===== config.mk =====
export PLATFORM = sky130hd
export DESIGN_NAME = kmp_ff_gen
export DESIGN_NICKNAME = d
export VERILOG_FILES = /design/src/rtl/kmp_ff_gen.sv
export SDC_FILE = /design/constraint.sdc
export NUM_CORES = 1
export LEC_CHECK = 0
export CORE_MARGIN = 5
export CORE_UTILIZATION = 55
export CTS_BUF_LIST = sky130_fd_sc_hd__clkbuf_8
export CTS_CLUSTER_DIAMETER = 120
export DETAILED_ROUTE_END_ITERATION = 10
export PLACE_DENSITY = 0.92
export SLEW_MARGIN = 20
export SYNTH_ARGS = -nofsm -noshare
export SYNTH_HDL_FRONTEND = slang
export SYNTH_SLANG_ARGS = --single-unit

===== constraint.sdc =====
create_clock -name clk -period 3.9 [get_ports clk]
set_input_delay 0.39 -clock clk [delete_from_list [all_inputs] [get_ports clk]]
set_output_delay 0.39 -clock clk [all_outputs]
set_load 0.1 [all_outputs]

===== src/rtl/kmp_ff_gen.sv =====
// KMP failure-function generator: builds lps[] for one captured pattern,
// one algorithm step per clock, and holds the table for the downstream PEs.
module kmp_ff_gen #(
   parameter int MAX_PATTERN = 8,
   parameter int BYTE        = 8,
   parameter int MAX_PAT_ADD = 3
) (
   input  logic                               clk,
   input  logic                               reset,
   input  logic [MAX_PATTERN*BYTE-1:0]        pat_input,
   input  logic [MAX_PAT_ADD-1:0]             pat_last_idx,
   input  logic                               input_valid,
   output logic                               output_valid,
   output logic [MAX_PAT_ADD*MAX_PATTERN-1:0] ff_result
);

   localparam int PW = MAX_PATTERN * BYTE;
   localparam int FW = MAX_PAT_ADD * MAX_PATTERN;
   localparam logic [MAX_PAT_ADD:0]   I_ONE   = (MAX_PAT_ADD + 1)'(1);
   localparam logic [MAX_PAT_ADD-1:0] LEN_ONE = MAX_PAT_ADD'(1);

   typedef enum logic [3:0] {
      S_IDLE = 4'b0001,
      S_INIT = 4'b0010,
      S_COMP = 4'b0100,
      S_DONE = 4'b1000
   } state_t;

   state_t                   state_q, state_d;
   logic [PW-1:0]            pat_q, pat_d;
   logic [MAX_PAT_ADD-1:0]   last_q, last_d;
   logic [FW-1:0]            ff_q, ff_d;
   logic [MAX_PAT_ADD:0]     i_q, i_d;
   logic [MAX_PAT_ADD-1:0]   len_q, len_d;
   logic                     output_valid_q, output_valid_d;
   logic [MAX_PAT_ADD-1:0]   last_in_s;
   logic [MAX_PAT_ADD-1:0]   i_idx_s;
   logic                     finished_s;

   function automatic logic [BYTE-1:0] pat_char(input logic [PW-1:0] p,
                                                input logic [MAX_PAT_ADD-1:0] k);
      pat_char = p[k*BYTE +: BYTE];
   endfunction

   function automatic logic [MAX_PAT_ADD-1:0] ff_slot(input logic [FW-1:0] t,
                                                      input logic [MAX_PAT_ADD-1:0] k);
      ff_slot = t[k*MAX_PAT_ADD +: MAX_PAT_ADD];
   endfunction

   // Index range only needs clamping when the index field can exceed the slot count.
   generate
      if (MAX_PATTERN < (2 ** MAX_PAT_ADD)) begin : g_clamp
         always_comb begin
            if (pat_last_idx >= MAX_PAT_ADD'(MAX_PATTERN - 1)) begin
               last_in_s = MAX_PAT_ADD'(MAX_PATTERN - 1);
            end else begin
               last_in_s = pat_last_idx;
            end
         end
      end else begin : g_no_clamp
         assign last_in_s = pat_last_idx;
      end
   endgenerate

   assign finished_s = (i_q > {1'b0, last_q});
   assign i_idx_s    = i_q[MAX_PAT_ADD-1:0];

   // Next-state, table step and output-valid decode.
   always_comb begin
      state_d = state_q;
      pat_d   = pat_q;
      last_d  = last_q;
      ff_d    = ff_q;
      i_d     = i_q;
      len_d   = len_q;
      case (state_q)
         S_IDLE: begin
            if (input_valid) begin
               state_d = S_INIT;
            end else begin
               state_d = S_IDLE;
            end
         end
         S_INIT: begin
            pat_d   = pat_input;
            last_d  = last_in_s;
            ff_d    = '0;
            i_d     = I_ONE;
            len_d   = '0;
            state_d = S_COMP;
         end
         S_COMP: begin
            if (finished_s) begin
               if (input_valid) begin
                  state_d = S_DONE;
               end else begin
                  state_d = S_IDLE;
               end
            end else if (pat_char(pat_q, i_idx_s) == pat_char(pat_q, len_q)) begin
               ff_d[i_idx_s*MAX_PAT_ADD +: MAX_PAT_ADD] = len_q + LEN_ONE;
               len_d = len_q + LEN_ONE;
               i_d   = i_q + I_ONE;
            end else if (len_q != '0) begin
               // Fall back along the partially built table; i holds its position.
               len_d = ff_slot(ff_q, len_q - LEN_ONE);
            end else begin
               ff_d[i_idx_s*MAX_PAT_ADD +: MAX_PAT_ADD] = '0;
               i_d = i_q + I_ONE;
            end
         end
         S_DONE: begin
            if (!input_valid) begin
               state_d = S_IDLE;
            end else begin
               state_d = S_DONE;
            end
         end
         default: begin
            state_d = S_IDLE;
            i_d     = I_ONE;
            len_d   = '0;
         end
      endcase
      output_valid_d = (state_d == S_DONE);
   end

   // State, captured job and table registers.
   always_ff @(posedge clk) begin
      if (reset) begin
         state_q        <= S_IDLE;
         pat_q          <= '0;
         last_q         <= '0;
         ff_q           <= '0;
         i_q            <= I_ONE;
         len_q          <= '0;
         output_valid_q <= 1'b0;
      end else begin
         state_q        <= state_d;
         pat_q          <= pat_d;
         last_q         <= last_d;
         ff_q           <= ff_d;
         i_q            <= i_d;
         len_q          <= len_d;
         output_valid_q <= output_valid_d;
      end
   end

   assign output_valid = output_valid_q;
   assign ff_result    = ff_q;

endmodule


* Word-level counts from Yosys, hierarchy flattened
Cells that the tools add are included.
** Word-level totals
- Register bits :: 103
- Input port bits :: 70
- Output and inout bits :: 25
** Cells by class
- Add/subtract/negate cells :: 4
- Multipliers :: 2
- Magnitude comparators :: 1
- Equal/unequal tests :: 9
- Shift operators :: 6
- Muxes and demuxes :: 18
- Bitwise gates (word level) :: 1
- Reductions and logical operators :: 6
** Operator list (number)
- 64-bit by 7-bit variable part select with 8-bit output :: 2
- 24-bit two-way mux :: 3
- 24-bit bitwise mux :: 2
- 24-bit one-hot mux with 2 select lines :: 1
- 5-bit negator with 34-bit output :: 1
- 3-bit by 34-bit variable shift with 24-bit output, first input constant :: 1
- 3-bit by 34-bit variable part select with 24-bit output :: 1
- 3-bit by 34-bit variable part select with 24-bit output, first input constant :: 1
- 24-bit by 6-bit variable part select with 3-bit output :: 1
- 4-bit two-way mux :: 5
- 4-bit one-hot mux with 4 select lines :: 1
- 3-bit by 2-bit multiplier with 5-bit output, second input constant :: 2
- 3-bit two-way mux :: 3
- 3-bit AND reduction :: 3
- 4-bit equality test, second input constant :: 2
- 8-bit equality test :: 1
- 4-bit one-hot mux with 2 select lines :: 1
- 3-bit inequality test, second input constant :: 2
- 3-bit one-hot mux with 2 select lines :: 1
- 4-bit by 1-bit adder with 4-bit output, second input constant :: 1
- 4-bit by 1-bit equality test with 1-bit output, second input constant :: 1
- 4-bit by 2-bit equality test with 1-bit output, second input constant :: 1
- 4-bit by 3-bit equality test with 1-bit output, second input constant :: 1
- 4-bit by 3-bit > comparator with 1-bit output :: 1
- 8 further kinds :: 8

* Depth between registers and ports, before layout
- Depth in word-level cells :: 8
- Depth in mapped cells :: 12
- Gate-level depth less buffers :: 9

* Worst setup path after synthesis
OpenSTA, ideal clock, no wires.
- Kind :: register to register
- From :: register len_q[0]
- To :: register len_q[0]
- Library setup time :: 0.125 ns
- Data arrival time :: 2.669 ns
- Data required time :: 3.775 ns
- Path slack :: 1.106 ns
- Stages on the path, launching flop included :: 11
- Buffers on the path :: 3
- Period minus slack after synthesis :: 2.794 ns
- Cells stage by stage :: dfxtp_1 -> buf_4 -> buf_2 -> inv_1 -> ha_1 -> clkbuf_1 -> mux4_2 -> mux2_2 -> nand2b_1 -> a211oi_1 -> a211oi_1
** On the way
- Word-level cells in the longest chain between the ends :: 7
** Ends and longest elaborated chain
- start: declaration :: RTL line 34 : logic [MAX_PAT_ADD-1:0] len_q, len_d;
- start signal: assignment :: RTL line 143 : len_q <= len_d;
- 3-bit by 1-bit subtractor with 3-bit output :: RTL line 105 : len_d = ff_slot(ff_q, len_q - LEN_ONE);
- 3-bit by 2-bit multiplier with 5-bit output :: RTL line 47 : ff_slot = t[k*MAX_PAT_ADD +: MAX_PAT_ADD];
- 24-bit by 6-bit variable part select with 3-bit output :: RTL line 47
- 3-bit two-way mux :: RTL line 103 : end else if (len_q != '0) begin
- 3-bit two-way mux :: RTL line 99 : end else if (pat_char(pat_q, i_idx_s) == pat_char(pat_q, len_q)) begin
- 3-bit two-way mux :: RTL line 93 : if (finished_s) begin
- 3-bit one-hot mux with 2 select lines :: RTL line 76 : case (state_q)
Several ways; a longest one is shown, not always the timed one. The select of a mux whose other input is x is not followed.
A chain may end at the register's enable or synchronous reset.

* Worst setup path after layout
- From :: register i_q[2]
- To :: register ff_q[11] (netlist: ff_result[11])
** On the way
- Word-level cells in the longest chain between the ends :: 8
** Ends and longest elaborated chain
- start: declaration :: RTL line 33 : logic [MAX_PAT_ADD:0] i_q, i_d;
- start signal: assignment :: RTL line 142 : i_q <= i_d;
- 3-bit by 2-bit multiplier with 5-bit output :: RTL line 100, 107
- 5-bit negator with 34-bit output :: RTL line 100, 107
- 3-bit by 34-bit variable part select with 24-bit output or 3-bit by 34-bit variable shift with 24-bit output (tied branches) :: RTL line 107, 100
- 24-bit bitwise mux :: RTL line 107 : ff_d[i_idx_s*MAX_PAT_ADD +: MAX_PAT_ADD] = '0;
- 24-bit two-way mux :: RTL line 103
- 24-bit two-way mux :: RTL line 99
- 24-bit two-way mux :: RTL line 93
- 24-bit one-hot mux with 2 select lines :: RTL line 76
- end signal: assignment :: RTL line 133 : ff_q <= '0;
- end signal: assignment :: RTL line 141 : ff_q <= ff_d;
- end: declaration :: RTL line 32 : logic [FW-1:0] ff_q, ff_d;
Several ways; a longest one is shown, not always the timed one. The select of a mux whose other input is x is not followed.

==> flow_summary_export.csv <==
group,metric,value,unit
setup_path,critPathCaptureType,"register",
worst_hold_path,min_to,"last_q[1]",
synth,yosys.area.top_type_share,0.392,
final_layout,mostFrequentLayoutCell,"nand2_1",
clock_tree,clk_latency,0.38,ns
timing,layout_setup_ws,0.601,ns
synth,synth.cell_area,5260,sq um
power_and_ir_drop,vdd_drop_max,0.273,mV
detailed_routing,drt-vias-per-instance,6.02,
timing,drv_slew,0,
setup_path,worst_r2r_path_depth,7,
detailed_routing,first_iter_violations,408,
timing,hold_violations,0,
worst_hold_path,hold_start,"last_q[1]",
floorplan,die_h,108,um
setup_path,path_max_fanout,20,
place,preCtsSetupSlack,0.720,ns
final_layout,fill_cells,673,
power_and_ir_drop,p_leak,2.17,nW
floorplan,die-area,11600,sq um
clock_tree,clock_path_buffers,2,
clock_tree,clock_sinks,103,
floorplan,die_w,108,um
clock_tree,cts_tree,"done",
place,dp_hpwl,10400,um
timing,worst_slew_pin_slew,0.980,ns
run,maxCapViolations,0,
detailed_routing,dr.pass1.iters,5,
detailed_routing,drtAntennaViolNets,0,
floorplan,ios,95,
synth,synth_ff_type,"dfxtp_1",
synth,synth_cell_types,51,
floorplan,initial_core_util,0.566,
place,place_congestion,0.893,
clock_tree,post_cts_resized,0,
setup_path,worstPathArrival,3.62,ns
global_route,grt_pass1_wl,23100,um
worst_hold_path,min_delay_path_depth,2,
final_layout,nets,712,
final_layout,area.growth.synth_to_final,22.4,%
final_layout,final_cell_mix,"nand2_1 (146), dfxtp_1 (103), clkdlybuf4s50_1 (93), a21oi_1 (72), mux4_2 (37)",
final_layout,drive_above_1_share,0.119,
timing,fin_setup_tns,0,ns
final_layout,n_antenna_cell,0,
setup_path,r2r-start,"i_q[2]",
setup_path,critPathKind,"reg -> reg",
setup_path,r2r_slack,0.60,ns
detailed_routing,routed_wl,14200,um
synth,ys_top_cells_by_area,"dfxtp_1 (39%), mux4_2 (16%), nand2_1 (10%), a21oi_1 (6.9%), mux2i_1 (4.0%)",
timing,min_period_over_period,0.846,
clock_tree,cts_setup_buffers,0,
global_route,antenna_found_initial,0,
worst_hold_path,hold_path_class,"reg -> reg",
synth,yosys.area.top_type,"dfxtp_1",
synth,syn-num-nets,637,
timing,fmax,303,MHz
detailed_routing,wire_per_inst,18.5,um
setup_path,start_kind,"register",
clock_tree,path_clk_slew,0.10,ns
setup_path,cp-startpoint,"i_q[2]",
synth,ys.warnings.count,0,
global_route,gr-total-overflow,0,
floorplan,coreArea,9280,sq um
synth,seq_area_frac_synth,0.392,
floorplan,rows,35,
global_route,grt_max_degree,69,
synth,ys_seq_elements,103,
timing,worst_clock_skew,0.0101,ns
detailed_routing,vias,4614,
timing,relSlewSlack,0.345,
synth,synth_edf_count,0,
power_and_ir_drop,power.density,327,nW/um^2
clock_tree,hold_buffers,0,
global_route,grt_pass1_vias,4724,
timing,rsz0062_at_grt,"no",
clock_tree,clockRootBuffer,"clkbuf_8",
status,status,"complete, no violations",
synth,syn_inst,557,
timing,fin_crit,3.30,ns
synth,syn-mean-instance-area,9.44,sq um
detailed_routing,drc,0,
synth,async_reset_ff_frac,0,
place,io_buffers,94,
clock_tree,cts_buffers,9,
timing,setup_viol,0,
clock_tree,h-tree-depth,3,
setup_path,r2r-end,"ff_result[11]",
global_route,grt.total_usage,0.252,
setup_path,required,4.22,ns
## per-stage QoR
stage,hold slack [ns],util,area (sq um),instances,total power [mW]
floorplan,0.436,-,5260,557,1.32
global placement,0.450,0.671,6230,750,1.41
detailed placement,0.461,0.671,6230,750,1.43
CTS,0.477,0.693,6430,766,2.10
global route,0.492,0.693,6430,766,2.17
finish,0.472,0.693,6430,766,2.10
## worst max-delay path: stages (launching register included)
cell,delay [ns]
dfxtp_1,0.98
mux2i_1,0.21
mux4_2,0.52
xnor2_1,0.17
nand4_1,0.23
or2_1,0.42
and4bb_1,0.51
a22o_1,0.19
## per-layer routing
layer	vias up	GRT usage	share of wire	routed length, um
met3	50	0.0492	0.057	812
met1	2223	0.286	0.38	5330
met2	211	0.453	0.52	7410
li1	2130	-	-	-
met5	-	0	0	0
met4	0	0.115	0.044	623
## state kept, by name, summed over array words and instances (netlist names)
signal,cells
i_q,4
len_q,3
state_q,4
output_valid,1
ff_result,24
last_q,3
pat_q,64
## worst max-delay path by stage
stage,cells after the start,end
2_1_floorplan,10,len_q[0]
4_1_cts,7,ff_result[11]
5_1_grt,7,ff_result[13]
3_3_place_gp,8,ff_result[14]
3_5_place_dp,7,ff_result[11]
6_report,7,ff_result[11]
## Yosys cell counts (2+ instances only)
master and count:
dfxtp_1 103, nor2_1 11, buf_2 5, nand2b_1 7, a211oi_1 2, or3_1 3, buf_1 3, inv_1 11
buf_6 5, ha_1 10, mux2_2 2, and2_1 2, nor3b_1 2, nand4_1 2, a41oi_1 6, o21a_1 2
mux2i_1 21, mux4_2 37, a22o_1 24, o21ai_0 3, xnor2_1 10, or2_2 2, buf_4 5, clkbuf_1 24
a31oi_1 2, nand3_1 3, and3_1 2, nor2b_1 2, a21oi_1 72, nand2_1 146, nor3_1 8
## power by group
| group | internal [mW] | switching, mW |
|---|---|---|
| Combinational | 0.157 | 0.157 |
| Sequential | 1.07 | 0.0217 |
| Clock | 0.306 | 0.387 |
## kinds of logic (layout without fill, tap and decap cells)
kind of cell	after synthesis	count (layout)	synth area share
AOI/OAI and AO/OA	121	121	0.147
xor gates and xnor gates	11	11	0.0183
adders and majority gates	10	10	0.0238
buffers and inverters	53	133	0.0497
DFF	103	103	0.392
muxes	61	61	0.206
and+or+nand+nor	198	198	0.163
## area by class of cell
class / count / area, sq um / area share
sequential: 103 / 2060 / 0.320
timing repair buffer: 106 / 1030 / 0.159
tap: 129 / 161 / 0.0251
inverter: 11 / 41.3 / 0.00642
clock buffer: 9 / 124 / 0.0193
multi-input combinational: 401 / 2940 / 0.457
clock inverter: 7 / 81.3 / 0.0126
Power figures use the tool's default switching activity.
